===== config.mk =====
export PLATFORM = sky130hd
export DESIGN_NAME = konnect_seq
export DESIGN_NICKNAME = d
export VERILOG_FILES = /design/src/rtl/konnect_pkg.sv /design/src/rtl/konnect_wdog.sv /design/src/rtl/konnect_seq.sv
export SDC_FILE = /design/constraint.sdc
export NUM_CORES = 1
export LEC_CHECK = 0
export CORE_MARGIN = 2
export CORE_UTILIZATION = 25
export CTS_CLUSTER_SIZE = 10
export DETAILED_ROUTE_END_ITERATION = 8
export PLACE_DENSITY_LB_ADDON = 0.15
export RECOVER_POWER = 100
export SYNTH_ARGS = -nofsm -noshare
export SYNTH_HDL_FRONTEND = slang
export SYNTH_HIERARCHICAL = 1
export SYNTH_SLANG_ARGS = --single-unit

===== constraint.sdc =====
create_clock -name fpga_clk -period 3 [get_ports fpga_clk]
set_input_delay 0.45 -clock fpga_clk [delete_from_list [all_inputs] [get_ports fpga_clk]]
set_output_delay 0.45 -clock fpga_clk [all_outputs]
set_load 0.03 [all_outputs]

===== src/rtl/konnect_pkg.sv =====
`default_nettype none
//==============================================================================
// konnect_pkg : shared state encoding and beat constants for the Konnect sequencer (rev 1.0)
//==============================================================================
package konnect_pkg;

  typedef enum logic [1:0] {
    ST_IDLE   = 2'd0,
    ST_ARMED  = 2'd1,
    ST_ACTIVE = 2'd2,
    ST_SKIP   = 2'd3
  } state_t;

  localparam logic [2:0] BEAT_LO   = 3'd1;
  localparam logic [2:0] BEAT_HI   = 3'd2;
  localparam logic [2:0] BEAT_DONE = 3'd7;

  localparam logic [3:0] MY_ADDRESS_DEF = 4'hF;

  // Check byte returned to KFLOP after the four input bytes.
  function automatic logic [7:0] xor_bytes(input logic [31:0] w);
    return w[7:0] ^ w[15:8] ^ w[23:16] ^ w[31:24];
  endfunction

endpackage
`default_nettype wire


===== src/rtl/konnect_wdog.sv =====
`default_nettype none
//==============================================================================
// konnect_wdog : idle-edge watchdog, expires TIMEOUT_CYC cycles after last reload (rev 1.0)
//==============================================================================
module konnect_wdog #(
  parameter logic [15:0] TIMEOUT_CYC = 16'd6650
) (
  input  logic fpga_clk,
  input  logic kreset,
  input  logic enable,
  input  logic reload,
  output logic expire
);

  logic [15:0] r_cnt;

  assign expire = enable && !reload && (r_cnt == TIMEOUT_CYC - 16'd1);

  always_ff @(posedge fpga_clk or negedge kreset) begin
    if (!kreset) begin
      r_cnt <= 16'd0;
    end else if (!enable || reload || expire) begin
      r_cnt <= 16'd0;
    end else begin
      r_cnt <= r_cnt + 16'd1;
    end
  end

endmodule
`default_nettype wire


===== src/rtl/konnect_seq.sv =====
`default_nettype none
//==============================================================================
// konnect_seq : Konnect bus frame sequencer - address match, shadow capture, byte return, commit (rev 1.0)
//==============================================================================
module konnect_seq
  import konnect_pkg::*;
#(
  parameter logic [3:0]  MY_ADDRESS  = MY_ADDRESS_DEF,
  parameter logic [15:0] TIMEOUT_CYC = 16'd6650
) (
  input  logic        fpga_clk,
  input  logic        kreset,
  input  logic        k_clk_rise,
  input  logic        k_clk_fall,
  input  logic        k_clk_lvl,
  input  logic        start_rise,
  input  logic        start_fall,
  input  logic [7:0]  data_in,
  input  logic [31:0] k_in,
  input  logic        err_clr,
  output logic [7:0]  data_out,
  output logic        out_en_n,
  output logic [15:0] k_out,
  output logic        k_out_valid,
  output logic        frame_err,
  output logic [7:0]  frame_cnt,
  output logic [2:0]  xstate
);

  state_t      r_state;
  logic [2:0]  r_beat;
  logic [15:0] r_shadow;
  logic [31:0] r_k_snap;

  logic w_any_edge;
  logic w_wd_en;
  logic w_expire;
  logic w_set_err;

  assign w_any_edge = k_clk_rise | k_clk_fall | start_rise | start_fall;
  assign w_wd_en    = (r_state != ST_IDLE);

  // Abort and expiry are mutually exclusive: any start edge also reloads the watchdog.
  assign w_set_err = start_rise ? (r_state == ST_ACTIVE)
                                : (w_expire && (r_state == ST_ARMED || r_state == ST_ACTIVE));

  assign out_en_n = !((r_state == ST_ACTIVE) && k_clk_lvl && (r_beat >= 3'd3));
  assign xstate   = {(r_state != ST_IDLE), r_beat[1:0]};

  konnect_wdog #(
    .TIMEOUT_CYC(TIMEOUT_CYC)
  ) u_wdog (
    .fpga_clk(fpga_clk),
    .kreset  (kreset),
    .enable  (w_wd_en),
    .reload  (w_any_edge),
    .expire  (w_expire)
  );

  always_ff @(posedge fpga_clk or negedge kreset) begin
    if (!kreset) begin
      r_state     <= ST_IDLE;
      r_beat      <= 3'd0;
      r_shadow    <= 16'd0;
      r_k_snap    <= 32'd0;
      data_out    <= 8'd0;
      k_out       <= 16'd0;
      k_out_valid <= 1'b0;
      frame_err   <= 1'b0;
      frame_cnt   <= 8'd0;
    end else begin
      k_out_valid <= 1'b0;

      if (w_set_err) begin
        frame_err <= 1'b1;
      end else if (err_clr) begin
        frame_err <= 1'b0;
      end

      if (start_rise) begin
        r_state  <= ST_ARMED;
        r_beat   <= 3'd0;
        r_shadow <= 16'd0;
      end else if (w_expire) begin
        r_state  <= ST_IDLE;
        r_beat   <= 3'd0;
        r_shadow <= 16'd0;
      end else begin
        case (r_state)
          ST_ARMED: begin
            if (start_fall) begin
              if (data_in[3:0] == MY_ADDRESS) begin
                r_state  <= ST_ACTIVE;
                r_k_snap <= k_in;
              end else begin
                r_state <= ST_SKIP;
              end
            end
          end
          ST_ACTIVE: begin
            if (k_clk_rise && (r_beat != BEAT_DONE)) begin
              r_beat <= r_beat + 3'd1;
            end
            // Fall-edge actions use the beat reached by the preceding rise.
            if (k_clk_fall) begin
              case (r_beat)
                BEAT_LO: r_shadow[7:0] <= data_in;
                BEAT_HI: begin
                  r_shadow[15:8] <= data_in;
                  data_out       <= r_k_snap[7:0];
                end
                3'd3: data_out <= r_k_snap[15:8];
                3'd4: data_out <= r_k_snap[23:16];
                3'd5: data_out <= r_k_snap[31:24];
                3'd6: data_out <= xor_bytes(r_k_snap);
                BEAT_DONE: begin
                  k_out       <= r_shadow;
                  k_out_valid <= 1'b1;
                  frame_cnt   <= frame_cnt + 8'd1;
                  data_out    <= 8'h00;
                  r_state     <= ST_IDLE;
                  r_beat      <= 3'd0;
                end
                default: ;
              endcase
            end
          end
          default: ;
        endcase
      end
    end
  end

endmodule
`default_nettype wire


==> results.py <==
metrics = {
    "global_route": {
        "grtUsageTotal_pct": 12.2,
        "antenna_found_initial": 0,
        "grt_pass1_vias": 3809,
        "grt_start_max_net_pins": 58,
        "overflow": 0,
        "grt_pass1_wl_um": 19700,
    },
    "layout": {
        "fin_util_pct": 32.9,
        "layout-drive-gt1-share_pct": 12.2,
        "n_antenna_cell": 0,
        "post_layout_nonfiller_instances": 832,
        "fillCellCount": 2011,
        "final_cell_mix": "103 x dfrtp_1, 102 x nand2_1, 46 x clkdlybuf4s50_1, 38 x dlygate4sd3_1, 36 x nor2_1",
        "final_common_cell": "dfrtp_1",
        "area_growth_pct": 29.1,
        "nets": 622,
    },
    "pwr": {
        "p_seq_share_pct": 47.9,
        "max-vdd-ir-drop_mv": 0.300,
        "p_int_w": 0.00248,
        "leakage_nw": 2.91,
        "pwr-share-comb_pct": 13.9,
        "power_frac_clock_pct": 38.2,
        "p_sw_w": 0.000852,
        "power_per_cell_area_nw_per_um2": 521,
        "p_sw_share_pct": 25.5,
    },
    "worst_setup_path": {
        "critPathMaxFanout": 5,
        "rr_startpoint": "u_wdog/r_cnt[1]$_DFF_PN0_",
        "cp_slowest_stage_delay_ns": 0.51,
        "required_ns": 3.24,
        "crit_slowest_cell": "or4_4",
        "reg2reg_slack_ns": 0.24,
        "crit_buf_inv": 3,
        "crit_family": "simple AND/OR/NAND/NOR gates",
        "cp_num_cells": 11,
        "ff2ff_path_depth": 11,
        "end_kind": "flop",
        "reg2reg_to": "r_beat[1]$_DFFE_PN0P_",
        "crit_type": "flop to flop",
        "path_cells": "inv_1, ha_1, or4b_1, or4_4, nor3b_2, buf_4, nor3_1, nor3b_1, clkbuf_1, mux2i_1, nor2_1",
        "crit_arrival_ns": 3.00,
        "cp-start-kind": "flop",
    },
    "clock_network": {
        "h-tree-depth": 3,
        "clock_sinks": 103,
        "numCtsBuffers": 9,
        "cts_post_setup_buffers_inserted": 0,
        "worstSkewPairLatency_ns": 0.35,
        "cts_tree": "done",
        "clkTransAtPathRegs_ns": 0.07,
        "cts_root_buf": "clkbuf_16",
        "cts_buffer_depth": 2,
    },
    "logic_synthesis": {
        "async_reset_ff_share_pct": 100,
        "synth-edff-count": 0,
        "yosys_warnings": 6,
        "syn_nets": 531,
        "synth.distinct_cells": 48,
        "synth_cells": 471,
        "ys_dominant_reg_cell": "dfrtp_1",
        "ys_seq_area_share_pct": 51.9,
        "syn_area_per_cell_um2": 10.5,
        "yosys_register_bits": 103,
        "netlist_area_um2": 4960,
    },
    "timing": {
        "timing.hold.ws_ns": 0.452,
        "rsz0062_at_grt": "no",
        "max_freq_mhz": 363,
        "period_needed_ns": 2.76,
        "slew_viol_final": 0,
        "tightest_slew_ns": 1.49,
        "final_hold_viol_count": 0,
        "fin_crit_sh_pct": 91.9,
        "fin_skew_ns": 0.00789,
        "timing.slew.headroom_pct": 0.845,
        "layout_setup_ws_ns": 0.242,
        "setup_viol": 0,
    },
    "status": {
        "status": "completed",
    },
    "route": {
        "avgRoutedWirePerCell_um": 14.7,
        "postRouteAntennaNets": 0,
        "vias": 3662,
        "first_pass_iters": 4,
        "drtIter0Drc": 116,
        "wirelength_um": 12200,
        "drc": 0,
        "vias_per_cell": 4.40,
    },
    "hold_path": {
        "hold_class": "input port to async pin",
    },
    "placement": {
        "io_buffers": 85,
        "dp_slack_ns": -0.135,
        "gp_congestion": 0.729,
        "place_hpwl_um": 8610,
        "dp.cells": 815,
    },
    "floorplan": {
        "core_um2": 19500,
        "initial_utilization_pct": 25.5,
        "ios": 86,
        "rows": 51,
        "die_area_um2": 21000,
        "fp.dieW_um": 145,
        "die_h_um": 145,
    },
    "flow_run": {
        "maxCapViolCount": 0,
    },
}
logic make-up after synthesis:
group                    count (synthesis)  share of synthesized area (%)
AO/OA/AOI/OAI                           51                           7.09
XOR/XNOR                                46                           8.42
adder cells (fa/ha/maj)                 12                           3.03
buffers and inverters                   36                           4.26
flip-flops                             103                           51.9
multiplexers                            34                           7.67
AND/OR/NAND/NOR                        189                           17.6
stage by stage:
stage | power, W | cell area [µm²] | setup TNS [ns]
finish | 0.00334 | 6410 | 0
global route | 0.00352 | 6410 | 0
CTS | 0.00339 | 6450 | 0
detailed placement | 0.00210 | 6130 | -1.52
global placement | 0.00209 | 6130 | -1.28
floorplan | 0.00191 | 4960 | 0
power by group through the flow:
stage               clock network, W  logic [W]  registers (W)
global route                 0.00138   0.000522        0.00162
CTS                          0.00132   0.000476        0.00160
detailed placement                 0   0.000474        0.00163
global placement                   0   0.000466        0.00162
finish                       0.00127   0.000465        0.00160
floorplan                          0   0.000318        0.00160
worst max path at each step:
stage | end | startpoint | slack (ns)
after global routing | r_beat[2]$_DFFE_PN0P_ | u_wdog/r_cnt[1]$_DFF_PN0_ | 0.01
after global placement | r_k_snap[9]$_DFFE_PN0P_ | k_clk_fall | -0.11
after floorplan | k_out[0]$_DFFE_PN0P_ | u_wdog/r_cnt[1]$_DFF_PN0_ | 0.13
after detailed placement | r_k_snap[9]$_DFFE_PN0P_ | start_rise | -0.13
after CTS | r_k_snap[9]$_DFFE_PN0P_ | u_wdog/r_cnt[1]$_DFF_PN0_ | 0.006
final | r_beat[1]$_DFFE_PN0P_ | u_wdog/r_cnt[1]$_DFF_PN0_ | 0.24
area by class of cell:
| type | count | area, µm² | share of cell area (%) |
|---|---|---|---|
| timing repair buffer | 101 | 951 | 14.8 |
| inverter | 14 | 55.1 | 0.859 |
| clock buffer | 9 | 225 | 3.51 |
| tap | 265 | 332 | 5.17 |
| clock inverter | 7 | 97.6 | 1.52 |
| sequential | 103 | 2580 | 40.2 |
| multi-input combinational | 333 | 2170 | 33.9 |
state kept, by name, indices dropped and copies added (netlist names):
register	flops
k_out	16
u_wdog/r_cnt	16
frame_err	1
r_k_snap	32
r_shadow	16
data_out	8
k_out_valid	1
r_state	2
r_beat	3
frame_cnt	8
timing repair:
action                                  CTS  global route
endpoints found under the setup margin    0            14
hold buffers                              0             0
resized for setup                         0             2
per-layer routing:
layer | part of all wire [%] | GRT usage [%]
met1 | 46 | 15.2
met2 | 47 | 20.9
met3 | 4.9 | 2.90
met4 | 1.6 | 3.73
met5 | 0 | 0
synth_stat cells, drive strengths merged (9+ instances only):
cell | n | area (µm²)
ha | 12 | 150
mux2 | 32 | 360
nor2 | 36 | 135
inv | 14 | 55.1
o21ai | 17 | 85.1
buf | 18 | 141
nand3 | 15 | 75.1
o31ai | 9 | 67.6
a211oi | 10 | 75.1
xor2 | 9 | 78.8
dfrtp | 103 | 2580
nand2 | 102 | 388
xnor2 | 37 | 339
No activity file was read; power rests on OpenSTA's default activity.
